File: src/rtl/sonic_dist_filter.sv
// Ultrasonic distance filter: converts an echo width in microseconds to
// centimetres with a bit-serial restoring divider, rejects out-of-range
// readings, median-filters the last three good readings, and drives an
// obstacle flag with hysteresis plus a stale-sensor watchdog.
//
// Handshake: raw_valid_i is a one-cycle strobe with no ready signal. A strobe
// is accepted only while the block is idle (busy_o low); a strobe that arrives
// while busy_o is high is dropped and counted in drop_cnt_o. dist_valid_o is a
// one-cycle strobe qualifying dist_cm_o; downstream must take it immediately.
module sonic_dist_filter #(
  parameter int CNT_W       = 20,
  parameter int DIST_W      = 10,
  parameter int US_PER_CM   = 58,
  parameter int MAX_CM      = 400,
  parameter int NEAR_CM     = 20,
  parameter int CLEAR_CM    = 25,
  parameter int TIMEOUT_CYC = 25000000
) (
  input  logic              clk_i,
  input  logic              rst_ni,
  input  logic [CNT_W-1:0]  raw_count_i,
  input  logic              raw_valid_i,
  output logic              busy_o,
  output logic [DIST_W-1:0] dist_cm_o,
  output logic              dist_valid_o,
  output logic              obstacle_o,
  output logic              out_of_range_o,
  output logic              stale_o,
  output logic [7:0]        drop_cnt_o,
  output logic [1:0]        state_o
);

  // Remainder is always < US_PER_CM; the shifted partial remainder needs one more bit.
  localparam int REM_W     = $clog2(US_PER_CM) + 1;
  localparam int DIV_CNT_W = $clog2(CNT_W);
  localparam int TMO_W     = (TIMEOUT_CYC > 1) ? $clog2(TIMEOUT_CYC) : 1;

  localparam logic [REM_W-1:0]     DIV_V   = REM_W'(US_PER_CM);
  localparam logic [CNT_W-1:0]     MAX_Q   = CNT_W'(MAX_CM);
  localparam logic [DIST_W-1:0]    NEAR_V  = DIST_W'(NEAR_CM);
  localparam logic [DIST_W-1:0]    CLEAR_V = DIST_W'(CLEAR_CM);
  localparam logic [TMO_W-1:0]     TMO_MAX = TMO_W'(TIMEOUT_CYC - 1);
  localparam logic [DIV_CNT_W-1:0] DIV_TOP = DIV_CNT_W'(CNT_W - 1);

  typedef enum logic [1:0] {
    S_IDLE = 2'd0,
    S_DIV  = 2'd1,
    S_FILT = 2'd2,
    S_OUT  = 2'd3
  } state_e;

  state_e               state_q;
  logic [DIV_CNT_W-1:0] div_cnt_q;
  logic [CNT_W-1:0]     dvd_q;
  logic [REM_W-2:0]     rem_q;
  logic [CNT_W-1:0]     quo_q;
  logic                 zero_q;
  logic [DIST_W-1:0]    h0_q, h1_q, h2_q;
  logic [1:0]           fill_q;
  logic [DIST_W-1:0]    dist_q;
  logic                 dv_q;
  logic                 obs_q;
  logic                 oor_q;
  logic                 stale_q;
  logic                 busy_q;
  logic [7:0]           drop_q, drop_d;
  logic [TMO_W-1:0]     tmo_q, tmo_d;

  logic                 capture;
  logic                 tmo_at_max;
  logic [REM_W-1:0]     rem_shift;
  logic                 rem_ge;
  logic [REM_W-2:0]     rem_next;
  logic [DIST_W-1:0]    lo01, hi01, mid_hi, med, new_dist;

  assign capture    = (state_q == S_IDLE) && raw_valid_i;
  assign tmo_at_max = (tmo_q == TMO_MAX);

  // One restoring-division step: bring down the next dividend bit and subtract if it fits.
  always_comb begin
    rem_shift = {rem_q, dvd_q[CNT_W-1]};
    rem_ge    = (rem_shift >= DIV_V);
    rem_next  = rem_ge ? (REM_W-1)'(rem_shift - DIV_V) : (REM_W-1)'(rem_shift);
  end

  // Median of three as max(min(a,b), min(max(a,b),c)); a repeated value wins ties naturally.
  always_comb begin
    lo01     = (h0_q < h1_q) ? h0_q : h1_q;
    hi01     = (h0_q < h1_q) ? h1_q : h0_q;
    mid_hi   = (hi01 < h2_q) ? hi01 : h2_q;
    med      = (lo01 > mid_hi) ? lo01 : mid_hi;
    new_dist = (fill_q == 2'd3) ? med : h0_q;
  end

  // Watchdog and drop counter next-state values; both saturate.
  always_comb begin
    tmo_d = tmo_q;
    if (capture)          tmo_d = '0;
    else if (!tmo_at_max) tmo_d = tmo_q + 1'b1;
    drop_d = drop_q;
    if ((state_q != S_IDLE) && raw_valid_i && (drop_q != 8'hFF)) drop_d = drop_q + 1'b1;
  end

  // Watchdog counter and drop counter registers.
  always_ff @(posedge clk_i or negedge rst_ni) begin
    if (!rst_ni) begin
      tmo_q  <= '0;
      drop_q <= '0;
    end else begin
      tmo_q  <= tmo_d;
      drop_q <= drop_d;
    end
  end

  // Main sequencer: capture, divide, validate/filter, publish; also owns the status flags.
  always_ff @(posedge clk_i or negedge rst_ni) begin
    if (!rst_ni) begin
      state_q   <= S_IDLE;
      div_cnt_q <= '0;
      dvd_q     <= '0;
      rem_q     <= '0;
      quo_q     <= '0;
      zero_q    <= 1'b0;
      h0_q      <= '0;
      h1_q      <= '0;
      h2_q      <= '0;
      fill_q    <= '0;
      dist_q    <= '0;
      dv_q      <= 1'b0;
      obs_q     <= 1'b0;
      oor_q     <= 1'b0;
      stale_q   <= 1'b0;
      busy_q    <= 1'b0;
    end else begin
      dv_q <= 1'b0;
      // Fail-safe on a silent sensor; a publish in the same cycle overrides this below.
      if (tmo_at_max) begin
        stale_q <= 1'b1;
        obs_q   <= 1'b1;
      end
      case (state_q)
        S_IDLE: begin
          if (raw_valid_i) begin
            dvd_q     <= raw_count_i;
            zero_q    <= (raw_count_i == '0);
            rem_q     <= '0;
            quo_q     <= '0;
            div_cnt_q <= DIV_TOP;
            busy_q    <= 1'b1;
            state_q   <= S_DIV;
          end
        end
        S_DIV: begin
          rem_q <= rem_next;
          quo_q <= {quo_q[CNT_W-2:0], rem_ge};
          dvd_q <= {dvd_q[CNT_W-2:0], 1'b0};
          if (div_cnt_q == '0) state_q <= S_FILT;
          else                 div_cnt_q <= div_cnt_q - 1'b1;
        end
        S_FILT: begin
          if (zero_q || (quo_q > MAX_Q)) begin
            oor_q   <= 1'b1;
            busy_q  <= 1'b0;
            state_q <= S_IDLE;
          end else begin
            oor_q <= 1'b0;
            h2_q  <= h1_q;
            h1_q  <= h0_q;
            h0_q  <= quo_q[DIST_W-1:0];
            if (fill_q != 2'd3) fill_q <= fill_q + 1'b1;
            state_q <= S_OUT;
          end
        end
        S_OUT: begin
          dist_q  <= new_dist;
          dv_q    <= 1'b1;
          stale_q <= 1'b0;
          if (new_dist <= NEAR_V)       obs_q <= 1'b1;
          else if (new_dist >= CLEAR_V) obs_q <= 1'b0;
          else                          obs_q <= obs_q;
          busy_q  <= 1'b0;
          state_q <= S_IDLE;
        end
        default: state_q <= S_IDLE;
      endcase
    end
  end

  assign busy_o         = busy_q;
  assign dist_cm_o      = dist_q;
  assign dist_valid_o   = dv_q;
  assign obstacle_o     = obs_q;
  assign out_of_range_o = oor_q;
  assign stale_o        = stale_q;
  assign drop_cnt_o     = drop_q;
  assign state_o        = state_q;

endmodule

File: config.mk
export PLATFORM = sky130hd
export DESIGN_NAME = sonic_dist_filter
export DESIGN_NICKNAME = d
export VERILOG_FILES = /design/src/rtl/sonic_dist_filter.sv
export SDC_FILE = /design/constraint.sdc
export NUM_CORES = 1
export LEC_CHECK = 0
export ABC_CLOCK_PERIOD_IN_PS = 8230
export BUFFER_PORTS_ARGS = -buffer_cell sky130_fd_sc_hd__buf_2
export CAP_MARGIN = 20
export CORE_MARGIN = 2
export CORE_UTILIZATION = 50
export CTS_BUF_LIST = sky130_fd_sc_hd__clkbuf_4 sky130_fd_sc_hd__clkbuf_8
export CTS_CLUSTER_DIAMETER = 50
export DETAILED_ROUTE_END_ITERATION = 6
export PLACE_DENSITY = 0.68
export SETUP_SLACK_MARGIN = 0.4
export SLEW_MARGIN = 20
export SYNTH_ARGS = -nofsm -noshare
export SYNTH_HDL_FRONTEND = slang
export SYNTH_SLANG_ARGS = --single-unit
File: constraint.sdc
create_clock -name clk_i -period 8.23 [get_ports clk_i]
set_input_delay 2.0575 -clock clk_i [delete_from_list [all_inputs] [get_ports clk_i]]
set_output_delay 2.0575 -clock clk_i [all_outputs]
set_load 0.05 [all_outputs]
Yosys cells after proc, flatten, opt, wreduce, memory -nomap -nowiden:

Index checks and enable logic that the tools add are counted.

* register bits: 134
* input bits: 23
* output and inout port bits: 25
* word-level logic and storage cells: 94

* add/sub/neg operators: 5
* order comparisons: 7
* equality and inequality tests: 13
* muxes and demuxes: 31
* bitwise logic cells: 1
* reduce and logical (&&, ||, !) cells: 19

Operators by type and width (count)
* $pmux W20 S2: 2
* $mux W10: 5
* $mux W25: 2
* $mux W20: 2
* $add A25 B1 Y25 const B: 1
* $eq A25 B25 Y1 const B: 1
* $gt A20 B9 Y1 const B: 1
* $logic_not A20 Y1: 1
* $lt A10 B10 Y1: 2
* $mux W6: 2
* $ne A2 B2 Y1 const B: 6
* $pmux W6 S2: 1
* $ge A10 B5 Y1 const B: 1
* $gt A10 B10 Y1: 1
* $le A10 B5 Y1 const B: 1
* $mux W5: 2
* $pmux W5 S2: 1
* $reduce_and A2 Y1: 5
* $mux W1: 9
* $reduce_and A3 Y1: 3
* $add A8 B1 Y8 const B: 1
* $ne A8 B8 Y1 const B: 1
* $pmux W2 S4: 1
* $ge A7 B6 Y1 const B: 1
* other kinds (15): 23

Logic depth before layout (Yosys ltp):

Gate-level depths: netlist of the first run.

* depth in word-level cells: 11
* mapped depth: 28
* mapped depth without buffers: 25

Worst setup path before layout of the first run:

OpenSTA, ideal clock, no wires.

* path type: register to register
* from: register h0_q[7]
* to: register obs_q, in the netlist obstacle_o
* library setup time: 0.079 ns
* data arrival time: 6.552 ns
* required time: 8.151 ns
* setup slack: 1.599 ns
* stages on the path, launching flop included: 27
* path buffers: 3
* period minus slack after synthesis: 6.631 ns
* cells stage by stage: dfrtp_1 ha_1 a211o_1 a21oi_2 o41ai_2 nor2_2 clkbuf_1 clkbuf_1 mux2_2 ha_1 nand4_1 nor3_1 or4b_1 o211ai_2 buf_6 mux2i_1 ha_1 a21o_1 a21o_1 a211oi_1 inv_1 a31oi_1 a211oi_1 a2111oi_1 o41ai_1 o311ai_1 a2bb2oi_1

* longest elaborated chain between the ends: 10
* elaborated cells on any way between the ends: 14
* those cells by class: 5 x order compare; 1 x eq/ne; 7 x mux; 1 x reduce/logical

Ends and longest elaborated chain
* from (decl): RTL line 58 `logic [DIST_W-1:0] h0_q, h1_q, h2_q;`
* from (signal assigned): RTL line 169 `h0_q <= quo_q[DIST_W-1:0];`
* $lt A10 B10 Y1: RTL line 88, 89
* $mux W10: RTL line 89 `hi01 = (h0_q < h1_q) ? h1_q : h0_q;`
* $lt A10 B10 Y1: RTL line 90 `mid_hi = (hi01 < h2_q) ? hi01 : h2_q;`
* $mux W10: RTL line 90
* $gt A10 B10 Y1: RTL line 91 `med = (lo01 > mid_hi) ? lo01 : mid_hi;`
* $mux W10: RTL line 91
* $mux W10 (*): RTL line 92 `new_dist = (fill_q == 2'd3) ? med : h0_q;`
* $le A10 B5 Y1 / $ge A10 B5 Y1 (equally long branches): RTL line 178, 179
* $ne A3 B3 Y1 (no line) / $mux W1 (equally long branches)
* $reduce_and A2 Y1 (no line) / $mux W1 (equally long branches)
* to (signal assigned): RTL line 180 `else obs_q <= obs_q;`
* to (decl): RTL line 62 `logic obs_q;`

Every way passes the cells marked *; elsewhere a longest branch is shown, timed or not.
A chain may end at the register's enable or synchronous reset.

Worst setup path in the final report of the first run:

Ends and elaborated chain as after synthesis.

==> metrics.md, run 1 <==
| Metric | Value |
|---|---|
| GRT Residual Overflow | 0 |
| Routed Antenna Nets | 0 |
| Outcome | completed |
| Synthesized-area fraction occupied by adder cells | 5.77% |
| Clock Skews | 13.8 ps |
| Setup violators final | 0 |
| Async set-reset flop share out of synthesis | 100% |
| RSZ-0062 raised after global routing | no |
| Largest net degree at the start of global routing | 81 |
| Hold Path Class | flip-flop to flip-flop |
| Required @ worst endpoint | 8610 ps |
| Fin crit share | 87.1% |
| Average wire per standard cell | 15.1 µm |
| Pre-antenna DRT Iters | 5 |
| Port Buffers | 47 |
| Vias | 5685 |
| Io pins | 48 |
| Setup_tns | 0 ps |
| MaxCap Viol Count | 0 |
| XOR/XNOR Fraction of Synth Area | 4.04% |
| Synth-to-Final Area Change | 11.6% |
| H-tree levels | 4 |
| Clock buffer depth | 2 |
| First-pass GRT wire length | 26100 µm |
| Total CTS buffers | 17 |
| Share of cells above drive strength 1 | 14.6% |
| Crit end category | flip-flop |
| Peak Freq | 139 MHz |
| Via density | 5.65 |
| Kind of critical path | flip-flop to flip-flop |
| Most frequent cells in the layout | nand2_1 (155), dfrtp_1 (134), o21ai_0 (67) |
| Core area | 13900 µm² |
| Initial antenna violation count | 0 |
| Crit path max fanout | 15 |
| Die area | 15300 µm² |
| Cell Rows | 43 |
| Actual slew at the worst max-slew pin | 946 ps |
| Post-CTS setup buffer count | 0 |
| Leading cell type in the layout, fill and taps excluded | nand2_1 |
| Synth Flop Type | dfrtp_1 |
| Synth Area in Simple Gates | 18.1% |
| Die width | 124 µm |
| Vias in the first global route | 5516 |
| Clock Sinks | 134 |
| Starting density of the core | 51.3% |
| Worst-Skew Late Latency | 450 ps |
| Post-DP HPWL | 10600 µm |
| Largest family of logic cells by synthesized area | simple AND/OR/NAND/NOR gates |
| Fin nets | 869 |
| DR DRC count | 0 |
| Fin. Hold Viols | 0 |
| Arr. time, crit path | 7550 ps |
| Flops & latches, synth | 134 |
| YS warnings | 0 |
| Max Slew Vio Count | 0 |
| Cells after Synth | 771 |
| Cell variety after synth | 55 |
| Root Driver | clkbuf_8 |
| CP Launch Type | flip-flop |
| CTS Hold Bufs | 0 |
| Aggregate routed wire length | 15200 µm |
| Die H | 124 µm |
| Post-Syn Area | 7150 µm² |
| Syn avg cell area | 9.28 µm² |
| Final Wtd Congestion | 0.906 |
| Min cycle time layout | 7170 ps |
| Tot GR Track Use | 21.6% |
| Sequential share of the synthesized area | 46.9% |
| Clk slew on worst S/H paths | 90 ps |
| Starting DRT DRC Count | 406 |
| # diodes | 0 |
| CTS tree | built |
| Fill cells | 1223 |
| Max_slew headroom | 37.0% |
| Post-synthesis compound-gate area fraction | 14.0% |
| Number of flops mapped to enable cells by yosys | 0 |
| Post-cts resize count | 0 |
| Mapped Nets | 827 |
| Mux share of post-synthesis cell area | 7.23% |
## metal layers
metal | vias up | wire, µm | GRT usage [%]
li1 | 2784 | - | -
met1 | 2754 | 6930 | 28.5
met2 | 127 | 7430 | 34.9
met3 | 20 | 606 | 5.13
met4 | 0 | 214 | 7.46
met5 | - | 0 | 0
## path summary, 6_finish.rpt
| check | from | end | slack, ps | cells after the start |
|---|---|---|---|---|
| setup / recovery | h0_q[7] | obstacle_o | 1060 | 24 |
| hold / removal | dist_cm_o[5] | dist_cm_o[5] | 480 | 2 |
| setup reg to reg | h0_q[7] | obstacle_o | 1060 | 24 |
| hold reg to reg | dist_cm_o[5] | dist_cm_o[5] | 480 | 2 |
| max in group asynchronous | rst_ni | dvd_q[7] | 5110 | 2 |
| min in group asynchronous | rst_ni | drop_cnt_o[4] | 1670 | 1 |
## through the flow
step / instance area (µm²) / instances / worst slack [ps] / utilization [%] / hold slack, ps
3_3_place_gp: 7550 / 974 / 1550 / 54.2 / 456
5_1_grt: 7980 / 1006 / 467 / 57.3 / 504
4_1_cts: 7980 / 1006 / 1100 / 57.2 / 483
3_5_place_dp: 7550 / 974 / 1130 / 54.2 / 466
2_1_floorplan: 7150 / 771 / 1600 / - / 447
6_report: 7980 / 1006 / 1060 / 57.3 / 477
## cells by family after synthesis
group,count (synthesis)
adder cells (fa/ha/maj),33
XOR/XNOR,33
multiplexers,48
AO/OA/AOI/OAI,161
AND/OR/NAND/NOR,291
flip-flops,134
buffers and inverters,71
## state kept, by name (all words and copies together) (netlist names)
name	flops
fill_q	2
h0_q	10
quo_q	20
stale_o	1
dist_valid_o	1
dist_cm_o	10
obstacle_o	1
div_cnt_q	5
busy_o	1
zero_q	1
dvd_q	20
state_o	2
h2_q	10
drop_cnt_o	8
out_of_range_o	1
rem_q	6
tmo_q	25
h1_q	10
## area by class of cell
cell class | count | area (µm²) | area share (%)
clock buffer | 18 | 248 | 3.10
clock inverter | 14 | 174 | 2.18
timing repair buffer | 53 | 283 | 3.54
multi-input combinational | 566 | 3540 | 44.4
sequential | 134 | 3350 | 42.0
tap | 180 | 225 | 2.82
inverter | 41 | 154 | 1.93
## synth_stat cells, types with 12 or more instances
cell / count / share of area [%]
nor4_1: 12 / 1.0
xor2_1: 20 / 2.4
clkbuf_1: 27 / 1.4
xnor2_1: 13 / 1.6
o21ai_0: 67 / 4.7
mux2_2: 25 / 3.9
dfrtp_1: 134 / 47
nand4_1: 13 / 1.1
nand2_1: 155 / 8.1
ha_1: 33 / 5.8
a21oi_1: 30 / 2.1
inv_1: 41 / 2.2
nor3_1: 12 / 0.84
a22oi_1: 19 / 2.0
nor2_1: 51 / 2.7
mux2i_1: 22 / 3.1
## worst max-delay path: stages (launching register included)
cell and delay, ps:
dfrtp_1 460, ha_1 340, a211o_1 270, a21oi_2 170, o41ai_2 110, nor2_2 480, buf_4 330, mux2_2 380
ha_1 310, nand2_1 70, nor3_1 220, o21ai_0 170, o211ai_2 650, mux2i_1 410, ha_1 310, a21o_1 160
a21o_1 160, a211oi_1 480, inv_1 170, a31oi_1 240, a211oi_1 120, a2111oi_1 460, o41ai_1 170, o311ai_1 250
a2bb2oi_1 190
Power of run 1 is left out: the tool's default activity adds up to more than one toggle a clock period on the data nets, which glitch-free logic cannot reach.
==> run 2, diff against run 1 <==
CTS_BUF_LIST = unset   (was sky130_fd_sc_hd__clkbuf_4 sky130_fd_sc_hd__clkbuf_8)
==> metrics.md, run 2 (synthesis results as in run 1) <==
| Metric | Value |
|---|---|
| Starting density of the core | 51.3% (unchanged) |
| Worst slack, placed | 1130 ps (unchanged) |
| Critical Path Sink | obstacle_o |
| Tot GR Track Use | 22.3% (+0.69 points) |
| Setup_tns | 0 ps (unchanged) |
| Clk slew on worst S/H paths | 60 ps (-30 ps) |
| Total CTS buffers | 17 (unchanged) |
| DR DRC count | 1 (+1) |
| Cell Rows | 43 (unchanged) |
| Post-CTS setup buffer count | 0 (unchanged) |
| Kind of critical path | flip-flop to flip-flop |
| Violated checks | DRC |
| Largest net degree at the start of global routing | 81 (unchanged) |
| Leading cell type in the layout, fill and taps excluded | nand2_1 |
| Actual slew at the worst max-slew pin | 944 ps (-1.12 ps) |
| Worst r2r dst | obstacle_o |
| Met3 wire len | 639 µm (+5.4%) |
| Max_slew headroom | 37.0% (+0.075 points) |
| Post-cts resize count | 0 (unchanged) |
| Vias | 5686 (+0.018%) |
| Io pins | 48 (unchanged) |
| Crit end category | flip-flop |
| Die H | 124 µm (unchanged) |
| Max reg flops | 25 (unchanged) |
| RSZ-0062 raised after global routing | no |
| Worst reg-to-reg path cell count | 24 (unchanged) |
| Arr. time, crit path | 7560 ps (about the same) |
| Clock Skews | 14.1 ps (+0.355 ps) |
| Pre-antenna DRT Iters | 7 (+2) |
| Outcome | finished with violations |
| Aggregate routed wire length | 15600 µm (+2.8%) |
| Hold Path Class | flip-flop to flip-flop |
| Synth-to-Final Area Change | 14.2% |
| Die area | 15300 µm² (unchanged) |
| Average wire per standard cell | 15.5 µm (+2.8%) |
| H-tree levels | 4 (unchanged) |
| Core area | 13900 µm² (unchanged) |
| Setup violators final | 0 (unchanged) |
| Post-DP HPWL | 10600 µm (unchanged) |
| Met1 WL | 7090 µm (+2.4%) |
| Max layer used | met4 |
| Initial antenna violation count | 0 (unchanged) |
| Reg-to-reg slack, setup | 1020 ps (-40 ps) |
| # diodes | 0 (unchanged) |
| Root Driver | clkbuf_16 |
| Port Buffers | 47 (unchanged) |
| Top Registers | tmo_q x25, dvd_q x20, quo_q x20 |
| Worst-Skew Late Latency | 430 ps (-20 ps) |
| Clock Sinks | 134 (unchanged) |
| Fin crit share | 87.6% (+0.47 points) |
| Die width | 124 µm (unchanged) |
| First-pass GRT wire length | 26600 µm (+2.0%) |
| Post-route setup slack | 1020 ps (-38.4 ps) |
| Routed Antenna Nets | 0 (unchanged) |
| CTS tree | built |
| Crit path max fanout | 15 (unchanged) |
| Vias in the first global route | 5594 (+1.4%) |
| Most flops, register | tmo_q |
| Final Wtd Congestion | 0.906 (unchanged) |
| Max Slew Vio Count | 0 (unchanged) |
| Starting DRT DRC Count | 380 (-6.4%) |
| Met2 WL | 7520 µm (+1.2%) |
| Most frequent cells in the layout | nand2_1 (155), dfrtp_1 (134), o21ai_0 (67) |
| CTS Hold Bufs | 0 (unchanged) |
| GRT Residual Overflow | 0 (unchanged) |
| RR Startpoint | h0_q[7] |
| Setup crit start | h0_q[7] |
| Clock buffer depth | 2 (unchanged) |
| MaxCap Viol Count | 0 (unchanged) |
| Min cycle time layout | 7210 ps (+38.4 ps) |
| Via density | 5.65 (about the same) |
| Required @ worst endpoint | 8580 ps (-30 ps) |
| Fin. Hold Viols | 0 (unchanged) |
| Share of cells above drive strength 1 | 14.6% (unchanged) |
| Fin nets | 869 (unchanged) |
| CP Launch Type | flip-flop |
| Minimum hold slack | 476 ps (-0.581 ps) |
| Peak Freq | 139 MHz (-0.53%) |
## run 2: changes by cell type in the layout (fill, tap and decap cells not counted)
cell       before  now
clkbuf_16       0   17
clkbuf_8       18    1
## run 2: worst min-delay path by stage
stage | slack [ps] | endpoint | cells past startpoint | from
after floorplan | 450 | dvd_q[10] | 2 | dvd_q[10]
after global placement | 460 | dist_cm_o[4] | 2 | dist_cm_o[4]
after detailed placement | 470 | dist_cm_o[5] | 2 | dist_cm_o[5]
after CTS | 480 | dist_cm_o[5] | 2 | dist_cm_o[5]
after global routing | 500 | dist_cm_o[5] | 2 | dist_cm_o[5]
final | 480 | dist_cm_o[8] | 2 | dist_cm_o[8]
## run 2: layout make-up
type	count	area (µm²)
fill	1195	5760
multi-input combinational	566	3540
sequential	134	3350
clock buffer	18	439
timing repair buffer	53	283
tap	180	225
clock inverter	14	174
inverter	41	154
## run 2: worst max-delay path, cell delays in order, from the launching register on
cell and delay, ps:
dfrtp_1 460, ha_1 340, a211o_1 270, a21oi_2 170
o41ai_2 110, nor2_2 510, buf_4 330, mux2_2 380
ha_1 310, nand2_1 70, nor3_1 220, o21ai_0 170
o211ai_2 640, mux2i_1 410, ha_1 310, a21o_1 160
a21o_1 170, a211oi_1 490, inv_1 180, a31oi_1 240
a211oi_1 120, a2111oi_1 460, o41ai_1 170, o311ai_1 250
a2bb2oi_1 190
## run 2: through the flow
stage          std cells  utilization (%)  cell area (µm²)
6_report            1006             58.6             8170
3_5_place_dp         974             54.2             7550
3_3_place_gp         974             54.2             7550
5_1_grt             1006             58.6             8170
2_1_floorplan        771                -             7150
4_1_cts             1006             58.6             8170
## run 2: routing by layer
| layer | vias up | global-route usage, % |
|---|---|---|
| li1 | 2785 | - |
| met1 | 2739 | 28.8 |
| met2 | 131 | 35.7 |
| met3 | 31 | 5.49 |
| met4 | 0 | 9.52 |
| met5 | - | 0 |
Power of run 2 is left out for the same reason.
==> run 3, diff against run 2 <==
ABC_CLOCK_PERIOD_IN_PS = 7400   (was 8230)
CORE_UTILIZATION = 40   (was 50)
GPL_ROUTABILITY_DRIVEN = 0   (was unset)
PLACE_DENSITY = unset   (was 0.68)
clock period = 7.4 ns   (was 8.23 ns; I/O delays follow)
==> metrics.md, run 3 (synthesis results as in run 1) <==
| Metric | Value |
|---|---|
| Outcome | completed |
| DR DRC count | 0 (-1) |
| Crit end category | flip-flop |
| Clk slew on worst S/H paths | 60 ps (about the same) |
| Worst slack, placed | 609 ps (-522 ps) |
| Post-CTS setup buffer count | 0 (unchanged) |
| # placed instances | 1021 (+4.8%) |
| Top Registers | tmo_q x25, dvd_q x20, quo_q x20 |
| Starting DRT DRC Count | 390 (+2.6%) |
| Via density | 5.26 (-7.0%) |
| Max Slew Vio Count | 0 (unchanged) |
| Routed Antenna Nets | 0 (unchanged) |
| Clock Skews | 11.6 ps (-2.56 ps) |
| Crit path max fanout | 16 (+1) |
| Actual slew at the worst max-slew pin | 927 ps (-17.0 ps) |
| Core area | 17400 µm² (+25%) |
| Worst-Skew Late Latency | 430 ps (about the same) |
| CTS tree | built |
| RSZ-0062 raised after global routing | no |
| Initial antenna violation count | 0 (unchanged) |
| Pre-antenna DRT Iters | 4 (-3) |
| Post-cts resize count | 0 (unchanged) |
| First-pass GRT wire length | 25900 µm (-2.7%) |
| Port Buffers | 47 (unchanged) |
| Hold Path Class | flip-flop to flip-flop |
| Setup_tns | 0 ps (unchanged) |
| Cell Rows | 48 (+12%) |
| Largest net degree at the start of global routing | 81 (unchanged) |
| Fin crit share | 88.6% (+0.98 points) |
| Clock Sinks | 134 (unchanged) |
| Post-DP HPWL | 10200 µm (-3.9%) |
| Setup violators final | 0 (unchanged) |
| Synth-to-Final Area Change | 15.7% |
| Most frequent cells in the layout | nand2_1 (155), dfrtp_1 (134), o21ai_0 (67) |
| Fin nets | 871 (+0.23%) |
| Most flops, register | tmo_q |
| Share of cells above drive strength 1 | 15.0% (+0.33 points) |
| MaxCap Viol Count | 0 (unchanged) |
| # diodes | 0 (unchanged) |
| Total CTS buffers | 17 (unchanged) |
| CP Launch Type | flip-flop |
| H-tree levels | 4 (unchanged) |
| Fin. Hold Viols | 0 (unchanged) |
| Finished Layout Cells | 1053 (+4.7%) |
| Post-route setup slack | 846 ps (-175 ps) |
| Max reg flops | 25 (unchanged) |
| Vias | 5537 (-2.6%) |
| Aggregate routed wire length | 15200 µm (-2.3%) |
| Min cycle time layout | 6550 ps (-655 ps) |
| Reg-to-reg slack, setup | 850 ps (-180 ps) |
| Max_slew headroom | 37.7% (+0.66 points) |
| Die H | 138 µm (+11%) |
| Tot GR Track Use | 17.3% (-4.9 points) |
| Die width | 138 µm (+11%) |
| Kind of critical path | flip-flop to flip-flop |
| Vias in the first global route | 5237 (-6.4%) |
| Seq. cell area | 3350 µm² (unchanged) |
| Clock buffer depth | 2 (unchanged) |
| GRT Residual Overflow | 0 (unchanged) |
| Die area | 19000 µm² (+24%) |
| Peak Freq | 153 MHz (+10%) |
| Fill cells | 1639 (+37%) |
| Io pins | 48 (unchanged) |
| CTS Hold Bufs | 0 (unchanged) |
| Arr. time, crit path | 6910 ps (-650 ps) |
| Required @ worst endpoint | 7750 ps (-830 ps) |
| RR Startpoint | h0_q[7] |
| Area of the multi-input gates | 3560 µm² (+0.53%) |
| Worst Hold Launch | dist_cm_o[9] |
| Starting density of the core | 41.1% (-10 points) |
| Root Driver | clkbuf_16 |
| Leading cell type in the layout, fill and taps excluded | nand2_1 |
| Setup crit start | h0_q[7] |
| Average wire per standard cell | 14.5 µm (-6.6%) |
run 3: through the flow:
step	hold WS [ps]	utilization, %	instance area [µm²]
6_report	474	47.5	8270
5_1_grt	497	47.5	8270
4_1_cts	478	47.4	8250
3_5_place_dp	463	43.8	7630
3_3_place_gp	456	43.8	7630
2_1_floorplan	447	-	7150
run 3: final cells by class:
class                      count  area share [%]
timing repair buffer          55            3.69
multi-input combinational    566            43.0
sequential                   134            40.5
clock inverter                13            2.01
inverter                      41            1.86
clock buffer                  19            5.47
tap                          225            3.40
run 3: routing by layer:
layer	global-route usage [%]	part of all wire [%]	routed length (µm)
met4	5.90	1.3	196
met3	4.82	4.5	681
met1	24.9	51	7760
met2	25.1	43	6610
met5	0	0	0
run 3: worst max-delay path, stage by stage (launching register included):
cell,delay (ps)
dfrtp_1,450
ha_1,340
a211o_1,270
a21oi_2,160
o41ai_2,130
nor2_4,270
buf_6,240
mux2_2,360
ha_1,270
nand2_1,70
nor3_1,290
or4b_1,530
o211ai_4,240
mux2i_1,210
ha_1,340
nand4_1,170
nor2_2,260
nand2_1,90
nor2_1,230
o21ai_0,150
a21oi_1,200
o21ai_1,230
or4_1,460
a21oi_1,140
o2111ai_1,190
a2bb2oi_1,170
run 3: worst paths after layout:
path / to / cells past startpoint
min in group asynchronous: fill_q[0] / 1
worst max-delay path: obstacle_o / 25
max in group asynchronous: h1_q[8] / 2
worst min-delay path: dist_cm_o[9] / 2
worst max register to register: obstacle_o / 25
worst min register to register: dist_cm_o[9] / 2
Power of run 3 is left out for the same reason.
